## src/rtl/fetch_pkg.sv

```systemverilog
// Shared types and constants for the instruction fetch front end.
package fetch_pkg;

  typedef enum logic [1:0] {
    S_ISSUE = 2'd0,
    S_WAIT  = 2'd1,
    S_DROP  = 2'd2
  } fetch_state_e;

  localparam int          INSTR_BYTES      = 4;
  localparam logic [31:0] DEFAULT_RESET_PC = 32'h8000_0000;
  localparam int          ENTRY_PC_W       = 32;
  localparam int          ENTRY_INSTR_W    = 32;

  typedef struct packed {
    logic [ENTRY_PC_W-1:0]    pc;
    logic [ENTRY_INSTR_W-1:0] instr;
  } fetch_entry_t;

endpackage

```

## src/rtl/fetch_queue.sv

```systemverilog
// Small pointer-based FIFO of fetched {pc, instr} entries with single-cycle flush.
module fetch_queue
  import fetch_pkg::*;
#(
  parameter  int DEPTH = 2,
  localparam int PTR_W = (DEPTH > 1) ? $clog2(DEPTH) : 1,
  localparam int CNT_W = PTR_W + 1
) (
  input  logic             clk,
  input  logic             rst,
  input  logic             flush,
  input  logic             push,
  input  logic             pop,
  input  fetch_entry_t     push_data,
  output fetch_entry_t     head,
  output logic             full,
  output logic             empty,
  output logic [CNT_W-1:0] count
);

  fetch_entry_t     slots [DEPTH];
  logic [PTR_W-1:0] rd_ptr;
  logic [PTR_W-1:0] wr_ptr;
  logic [CNT_W-1:0] count_q;

  // Pointer and occupancy bookkeeping; a flush empties the queue in one cycle.
  always_ff @(posedge clk or posedge rst) begin
    if (rst) begin
      rd_ptr  <= '0;
      wr_ptr  <= '0;
      count_q <= '0;
    end else if (flush) begin
      rd_ptr  <= '0;
      wr_ptr  <= '0;
      count_q <= '0;
    end else begin
      if (push) wr_ptr <= wr_ptr + PTR_W'(1);
      if (pop)  rd_ptr <= rd_ptr + PTR_W'(1);
      case ({push, pop})
        2'b10:   count_q <= count_q + CNT_W'(1);
        2'b01:   count_q <= count_q - CNT_W'(1);
        default: count_q <= count_q;
      endcase
    end
  end

  // Entry storage; cleared on reset so the head reads as zero out of reset.
  always_ff @(posedge clk or posedge rst) begin
    if (rst) begin
      for (int i = 0; i < DEPTH; i++) slots[i] <= '0;
    end else if (push && !flush) begin
      slots[wr_ptr] <= push_data;
    end
  end

  assign head  = slots[rd_ptr];
  assign count = count_q;
  assign empty = (count_q == '0);
  assign full  = (count_q == CNT_W'(DEPTH));

endmodule

```

## src/rtl/fetch_unit.sv

```systemverilog
// Instruction fetch front end: owns the PC, issues one read at a time and
// queues returned words for decode, with redirect/flush support.
module fetch_unit
  import fetch_pkg::*;
#(
  parameter int              ADDR_W      = 32,
  parameter int              DATA_W      = 32,
  parameter logic [ADDR_W-1:0] RESET_PC  = DEFAULT_RESET_PC,
  parameter int              QUEUE_DEPTH = 2
) (
  input  logic              clk,
  input  logic              rst,
  output logic              mem_req,
  output logic [ADDR_W-1:0] mem_addr,
  input  logic              mem_rvalid,
  input  logic [DATA_W-1:0] mem_rdata,
  input  logic              redirect_valid,
  input  logic [ADDR_W-1:0] redirect_pc,
  output logic              out_valid,
  input  logic              out_ready,
  output logic [DATA_W-1:0] out_instr,
  output logic [ADDR_W-1:0] out_pc
);

  localparam int CNT_W = $clog2(QUEUE_DEPTH) + 1;

  fetch_state_e      state;
  logic [ADDR_W-1:0] pc_q;
  logic              issue;
  logic              push;
  logic              pop;
  logic              q_full;
  logic              q_empty;
  logic [CNT_W-1:0]  q_count;
  fetch_entry_t      push_entry;
  fetch_entry_t      head_entry;

  // A request goes out only when nothing is in flight and its queue slot is
  // guaranteed, so the response can always be pushed. Reset gates it directly.
  assign issue = !rst && (state == S_ISSUE) && !redirect_valid &&
                 (q_count < CNT_W'(QUEUE_DEPTH));

  assign push = (state == S_WAIT) && mem_rvalid && !redirect_valid && !q_full;
  assign pop  = out_valid && out_ready && !redirect_valid;

  assign push_entry = {pc_q, mem_rdata};

  // PC and fetch state; a redirect overrides everything and decides whether an
  // in-flight response must still be swallowed.
  always_ff @(posedge clk or posedge rst) begin
    if (rst) begin
      state <= S_ISSUE;
      pc_q  <= RESET_PC;
    end else if (redirect_valid) begin
      pc_q <= redirect_pc & ~ADDR_W'(INSTR_BYTES - 1);
      case (state)
        S_WAIT:  state <= mem_rvalid ? S_ISSUE : S_DROP;
        S_DROP:  state <= mem_rvalid ? S_ISSUE : S_DROP;
        default: state <= S_ISSUE;
      endcase
    end else begin
      case (state)
        S_ISSUE: if (issue) state <= S_WAIT;
        S_WAIT: begin
          if (mem_rvalid) begin
            state <= S_ISSUE;
            pc_q  <= pc_q + ADDR_W'(INSTR_BYTES);
          end
        end
        S_DROP:  if (mem_rvalid) state <= S_ISSUE;
        default: state <= S_ISSUE;
      endcase
    end
  end

  fetch_queue #(
    .DEPTH (QUEUE_DEPTH)
  ) u_queue (
    .clk       (clk),
    .rst       (rst),
    .flush     (redirect_valid),
    .push      (push),
    .pop       (pop),
    .push_data (push_entry),
    .head      (head_entry),
    .full      (q_full),
    .empty     (q_empty),
    .count     (q_count)
  );

  assign mem_req   = issue;
  assign mem_addr  = pc_q;
  assign out_valid = !q_empty;
  assign out_pc    = head_entry.pc;
  assign out_instr = head_entry.instr;

endmodule

```

## config.mk

```make
export PLATFORM = sky130hd
export DESIGN_NAME = fetch_unit
export DESIGN_NICKNAME = d
export VERILOG_FILES = /design/src/rtl/fetch_pkg.sv /design/src/rtl/fetch_queue.sv /design/src/rtl/fetch_unit.sv
export SDC_FILE = /design/constraint.sdc
export NUM_CORES = 1
export LEC_CHECK = 0
export ABC_AREA = 1
export CAP_MARGIN = 20
export CORE_ASPECT_RATIO = 0.5
export CORE_MARGIN = 4
export CORE_UTILIZATION = 52
export DETAILED_ROUTE_END_ITERATION = 10
export HOLD_SLACK_MARGIN = 0.1
export MAX_ROUTING_LAYER = met4
export PLACE_DENSITY_LB_ADDON = 0.2
export SYNTH_ARGS = -nofsm -noshare
export SYNTH_HDL_FRONTEND = slang
export SYNTH_HIERARCHICAL = 1
export SYNTH_SLANG_ARGS = --single-unit
```

## constraint.sdc

```tcl
create_clock -name clk -period 5.3 [get_ports clk]
set_clock_uncertainty 0.05 [all_clocks]
set_input_delay 1.325 -clock clk [delete_from_list [all_inputs] [get_ports clk]]
set_output_delay 1.325 -clock clk [all_outputs]
set_load 0.02 [all_outputs]
```

==> results of run 1 <==
==> final timing paths <==
path                                                        to                           from  slack (ns)  depth (start not counted)
worst max-delay path                                   mem_req                 redirect_valid        1.00                          5
worst min-delay path             u_queue/slots[59]$_DFFE_PP0P_  u_queue/slots[59]$_DFFE_PP0P_        0.43                          2
worst max register to register  u_queue/slots[105]$_DFFE_PP0P_           state[1]$_DFFE_PP0P_        2.13                         10
worst min register to register   u_queue/slots[59]$_DFFE_PP0P_  u_queue/slots[59]$_DFFE_PP0P_        0.43                          2
max in group asynchronous         u_queue/slots[5]$_DFFE_PP0P_                            rst        2.79                          3
min in group asynchronous        u_queue/slots[49]$_DFFE_PP0P_                            rst        1.42                          2
==> metal layers <==
metal  part of all wire, %  wire, um  up-vias
li1                      -         -     3323
met1                    46      9239     3215
met2                    46      9197      237
met3                   6.4      1271       20
met4                   1.1       227        0
met5                     0         0        -
==> Yosys cell counts (2+ instances only) <==
library cell,instances
o211ai_1,2
xor2_1,4
inv_2,3
nor2_4,3
nand2_2,4
nand3_1,37
clkbuf_1,3
ha_1,3
nand2_1,289
mux2_2,64
o21ai_1,76
o21ai_0,16
nor2_2,4
buf_4,19
nor3_1,5
o21ai_2,44
buf_2,14
o21bai_1,3
a21oi_1,17
nand4_1,3
nor2_1,47
o311ai_0,2
dfrtp_1,163
and2_1,2
inv_1,102
buf_6,8
==> stage by stage <==
step | setup WS, ns | util [%] | instances | hold WS [ns] | area, um^2
2_1_floorplan | 0.3990 | - | 949 | 0.3992 | 8249
3_3_place_gp | 1.005 | 64.14 | 1279 | 0.4077 | 9913
3_5_place_dp | 0.9566 | 64.14 | 1279 | 0.4143 | 9913
4_1_cts | 1.007 | 68.05 | 1311 | 0.4310 | 10520
5_1_grt | 0.9014 | 68.05 | 1311 | 0.4446 | 10520
6_report | 1.002 | 68.05 | 1311 | 0.4292 | 10520
==> where the power goes <==
part	internal (mW)	switching [mW]
clock network	0.748	0.515
registers	1.55	0.241
logic	0.826	0.885
==> flip-flops by register name, summed over array words and instances, names as in the netlist <==
signal,flops
state,2
u_queue/wr_ptr,1
u_queue/rd_ptr,1
u_queue/slots,128
mem_addr,30
u_queue/count,2
==> cell families (layout without fill, tap and decap cells) <==
group           Yosys count  in the layout  share of synthesized area [%]
simple gates            397            397                          19.61
flops                   164            164                          49.83
compound gates          162            162                          12.14
buf+inv                 150            308                          8.642
mux                      64             64                          8.748
xor+xnor                  5              5                         0.5316
fa+ha+maj                 3              3                         0.4557
other cells               1              4                        0.04552
==> final cells by class <==
type	count	area [um^2]
Fill cell	1240	4938
Tap cell	204	255.2
Inverter	105	396.6
Timing Repair Buffer	171	1702
Clock inverter	14	173.9
Clock buffer	18	429.2
Multi-Input combinational cell	635	3453
Sequential cell	164	4106
==> worst reg2reg max path, cell delays in order, from the launching register on <==
cell and delay [ns]:
dfrtp_1 0.38, inv_1 0.08, ha_1 0.16, nand2_2 0.11, inv_1 0.25, nand2_2 0.32
nor2_1 0.47, nand3b_4 0.31, buf_4 0.50, nand2_1 0.29, o21ai_1 0.08
==> summary.md, run 1 <==
| Metric | Value |
|---|---|
| Status | finished clean |
| Max Cap Viol | 0 |
| Chip height | 97 um |
| Peak VDD IR | 0.2490 mV |
| CP most frequent cell | clkdlybuf4s50_1 |
| Core area | 15450 um^2 |
| Worst skew pair latency | 0.41 ns |
| Hold Vio Cnt, Final | 0 |
| Initial core utilization | 53.30% |
| Post-synth cell types | 35 |
| CP Max Fanout | 20 |
| Root Buffer | clkbuf_16 |
| H-tree levels | 4 |
| Max Freq | 0.2327 GHz |
| Setup crit start kind | input port |
| # diodes | 0 |
| Final Setup Violations | 0 |
| Port bufs | 162 |
| Crit share post-route | 81.09% |
| Max Buffers Root-to-Sink | 2 |
| #FFs+latches synth | 164 |
| First-pass GRT wire length | 32730 um |
| Most frequent cells in the layout | 289 x nand2_1, 162 x clkdlybuf4s50_1, 162 x dfrtp_1, 101 x inv_1, 76 x o21ai_1 |
| DP Wirelength | 13670 um |
| Post-Synthesis Cells | 946 |
| Crit path max-delay family | buffers and inverters |
| Width of the chip | 186 um |
| Clock Sinks | 164 |
| Syn_area_per_cell | 8.708 um^2 |
| Clock slew at reported path FFs | 0.06 ns |
| Number of I/O pins | 167 |
| RSZ-0062 raised after global routing | false |
| CTS tree | done |
| Setup TNS | 0 ns |
| # hold bufs at CTS | 0 |
| Max-slew violations | 0 |
| Area Growth Syn to Fin | 27.66% |
| Global route hottest layer | met2 |
| Number of CTS-inserted buffers | 17 |
| Crit path cell chain | clkdlybuf4s50_1 > inv_2 > nand3_1 > inv_1 > clkdlybuf4s50_1 |
| Worst rel slew slack | 30.83% |
| HP Class | register to register |
| Sequential area share after synthesis | 49.83% |
| Global Route met1 Usage | 32.09% |
| Asr flop ratio synth | 100.0% |
| Area leader, netlist | dfrtp_1 |
| Share of the synthesized area in the top cell type | 49.51% |
| Vias per cell | 5.183 |
| Vias | 6795 |
| PostCTS Resize Cnt | 0 |
| DRT Pass-1 Iters | 5 |
| Leak | 4.968 nW |
| Final wirelength | 19940 um |
| Critical Path Sink Type | primary output |
| CP required | 3.92 ns |
| Total power | 4.765 mW |
| M2 GR Usage | 35.40% |
| Synth area leaders | dfrtp_1 50%, nand2_1 13%, mux2_2 8.7%, o21ai_2 4.7%, inv_1 4.6% |
| Initial antenna violation count | 0 |
| GRT Total Usage | 22.92% |
| Die area | 18040 um^2 |
| CP Data Arrival Time | 2.92 ns |
| Aggregate global routing overflow | 0 |
| Largest net degree at the start of global routing | 107 |
| Setup CP Type | input port to primary output |
| Wire per inst | 15.21 um |
| WP buf/inv | 4 |
| Synth warn | 6 |
| Routability Congestion | 0.9025 |
| Layout net count | 1166 |
| Setup Buffers After CTS | 0 |
| Commonest non-fill, non-tap cell in the layout | nand2_1 |
| Pwr/cell area | 453.1 nW/um^2 |
| Time the worst path needs with I/O delays and setup | 4.298 ns |
| Row count | 32 |
| GR Layer Usage met3 | 3.944% |
| Synth Flop Type | dfrtp_1 |
| Vias in the first global route | 6614 |
| CP max stage cell | clkdlybuf4s50_1 |
| Drt first-iter violations | 612 |
| Worst-Margin Slew | 1.038 ns |
| Number of remaining DRC errors | 0 |
| Synth Cell Area | 8238 um^2 |
| EDFF count, synth | 0 |
| CP peak stage delay | 0.60 ns |
| Share of layout cells above drive strength 1 | 15.18% |
| Post-DRT Antenna Nets | 0 |
No activity file was read; power rests on OpenSTA's default activity.
==> run 2: changes to the inputs <==
Settings changed: CORE_UTILIZATION 52 to 47.
Clock period 5.3 ns to 3.5 ns, I/O delays scaled along.
==> summary.md, run 2 (synthesis gave the netlist of run 1 again) <==
| Metric | Value |
|---|---|
| Status | finished clean (unchanged) |
| Worst skew pair latency | 0.41 ns (about the same) |
| Vias | 6616 (was 6795) |
| Setup TNS | 0 ns (unchanged) |
| First-pass GRT wire length | 32930 um (was 32730 um) |
| Setup crit start kind | register (was input port) |
| Fillers | 1452 (was 1240) |
| Combinational share of power | 36.4% (was 35.9%) |
| Max Cap Viol | 0 (unchanged) |
| Root Buffer | clkbuf_16 (unchanged) |
| Multi-input logic area | 3453 um^2 (unchanged) |
| Most frequent cells in the layout | 289 x nand2_1, 162 x clkdlybuf4s50_1, 162 x dfrtp_1, 101 x inv_1, 76 x o21ai_1 (unchanged) |
| Clock slew at reported path FFs | 0.06 ns (about the same) |
| Switching power total | 2.463 mW (was 1.642 mW) |
| Time the worst path needs with I/O delays and setup | 3.233 ns |
| DP Wirelength | 13790 um (was 13670 um) |
| # diodes | 0 (unchanged) |
| Register area | 4106 um^2 (unchanged) |
| Setup CP Type | register to primary output (was input port to primary output) |
| Number of CTS-inserted buffers | 17 (unchanged) |
| Vias in the first global route | 6590 (was 6614) |
| Share of layout cells above drive strength 1 | 15.33% (was 15.18%) |
| Worst rel slew slack | 43.00% (was 30.83%) |
| Worst-Margin Slew | 0.8549 ns (was 1.038 ns) |
| CP Max Fanout | 31 (was 20) |
| Layout net count | 1168 (was 1166) |
| Critical Path Sink Type | primary output (unchanged) |
| Clock Sinks | 164 (unchanged) |
| Die area | 19840 um^2 (was 18040 um^2) |
| Register share of total power | 37.7% (was 37.6%) |
| Peak VDD IR | 0.3181 mV (was 0.2490 mV) |
| Pwr/cell area | 675.7 nW/um^2 (was 453.1 nW/um^2) |
| Register with the most flip-flops | u_queue/slots (unchanged) |
| Net Sw Frac | 34.43% (was 34.45%) |
| Width of the chip | 195.2 um (was 186 um) |
| Area Growth Syn to Fin | 28.51% (was 27.66%) |
| Initial antenna violation count | 0 (unchanged) |
| Commonest non-fill, non-tap cell in the layout | nand2_1 (unchanged) |
| CTS tree | done (unchanged) |
| Leak | 4.974 nW (was 4.968 nW) |
| HP Class | register to register (unchanged) |
| # hold bufs at CTS | 0 (unchanged) |
| CP required | 2.57 ns (was 3.92 ns) |
| Aggregate global routing overflow | 0 (unchanged) |
| Hold Vio Cnt, Final | 0 (unchanged) |
| H-tree levels | 4 (unchanged) |
| P_int | 4.690 mW (was 3.124 mW) |
| PostCTS Resize Cnt | 0 (unchanged) |
| Vias per cell | 4.952 (was 5.183) |
| Hold path depth | 2 (unchanged) |
| Worst-case reg-to-reg path depth | 10 (unchanged) |
| Largest register FFs | 128 (unchanged) |
| RSZ-0062 raised after global routing | false (unchanged) |
| Number of I/O pins | 167 (unchanged) |
| Row count | 33 (was 32) |
| Max Buffers Root-to-Sink | 2 (unchanged) |
| Crit share post-route | 92.37% |
| Final Setup Violations | 0 (unchanged) |
| Final wirelength | 19880 um (was 19940 um) |
| Number of remaining DRC errors | 0 (unchanged) |
| Wire per inst | 14.88 um (was 15.21 um) |
| Max Freq | 0.3093 GHz |
| Max-slew violations | 0 (unchanged) |
| Core area | 16760 um^2 (was 15450 um^2) |
| Routability Congestion | 0.9075 (was 0.9025) |
| Drt first-iter violations | 418 (was 612) |
| Total power | 7.153 mW (was 4.765 mW) |
| Largest net degree at the start of global routing | 133 (was 107) |
| Setup Buffers After CTS | 0 (unchanged) |
| CP Data Arrival Time | 2.31 ns (was 2.92 ns) |
| DRT Pass-1 Iters | 5 (unchanged) |
| Initial core utilization | 49.14% (was 53.30%) |
| Post-DRT Antenna Nets | 0 (unchanged) |
| Clock share of power | 26.0% (was 26.5%) |
| GRT Total Usage | 21.11% (was 22.92%) |
| Port bufs | 162 (unchanged) |
| Chip height | 101.6 um (was 97 um) |
run 2: changes by cell type in the layout (fill, tap and decap cells not counted), sizes merged:
cell,change
buf,+2
clkinvlp,+2
bufinv,-1
clkbuf,+1
clkinv,-1
inv,-1
run 2: per-layer routing:
| layer | vias up | share of wire (%) | global-route usage [%] |
|---|---|---|---|
| li1 | 3331 | - | - |
| met1 | 3126 | 49 | 29.29 |
| met2 | 148 | 46 | 33.56 |
| met3 | 11 | 4.4 | 3.190 |
| met4 | 0 | 0.81 | 4.343 |
| met5 | - | 0 | - |
run 2: power groups by stage:
| stage | logic (mW) | clock network [mW] | registers (mW) |
|---|---|---|---|
| floorplan | 1.51 | 0 | 2.69 |
| global placement | 2.59 | 0 | 2.70 |
| detailed placement | 2.63 | 0 | 2.72 |
| CTS | 2.64 | 1.90 | 2.69 |
| global route | 2.83 | 1.98 | 2.76 |
| finish | 2.60 | 1.86 | 2.70 |
run 2: final timing paths:
kind                                                    from                              to  slack, ns
worst max register to register          state[1]$_DFFE_PP0P_   u_queue/slots[58]$_DFFE_PP0P_       1.06
max in group asynchronous                                rst    u_queue/slots[6]$_DFFE_PP0P_       1.86
worst min register to register  u_queue/slots[6]$_DFFE_PP0P_    u_queue/slots[6]$_DFFE_PP0P_       0.43
worst max-delay path              u_queue/rd_ptr$_DFFE_PP0P_                       out_pc[0]       0.27
worst min-delay path            u_queue/slots[6]$_DFFE_PP0P_    u_queue/slots[6]$_DFFE_PP0P_       0.43
min in group asynchronous                                rst  u_queue/slots[105]$_DFFE_PP0P_       0.96
run 2: metrics by stage:
stage	instances	area, um^2	utilization [%]	hold slack [ns]	worst slack [ns]
floorplan	949	8253	-	0.3992	0.6118
CTS	1336	10590	63.15	0.4305	0.2404
global placement	1304	9996	59.63	0.4086	0.2905
finish	1336	10590	63.15	0.4301	0.2671
detailed placement	1304	9996	59.63	0.4131	0.2908
global route	1336	10590	63.15	0.4439	0.1825
run 2: layout make-up:
cell class / instances / area share [%]
multi-input cells: 635 / 32.62
clock inverters: 13 / 1.395
flip-flops and latches: 164 / 38.79
clock buffers: 19 / 4.184
inverters: 105 / 3.758
well taps: 227 / 2.683
repair buffers: 173 / 16.57
run 2: worst max-delay path: stages, from the launching register on:
cell             delay [ns]
dfrtp_2                0.68
buf_12                 0.28
mux2_2                 0.37
clkdlybuf4s50_1        0.54
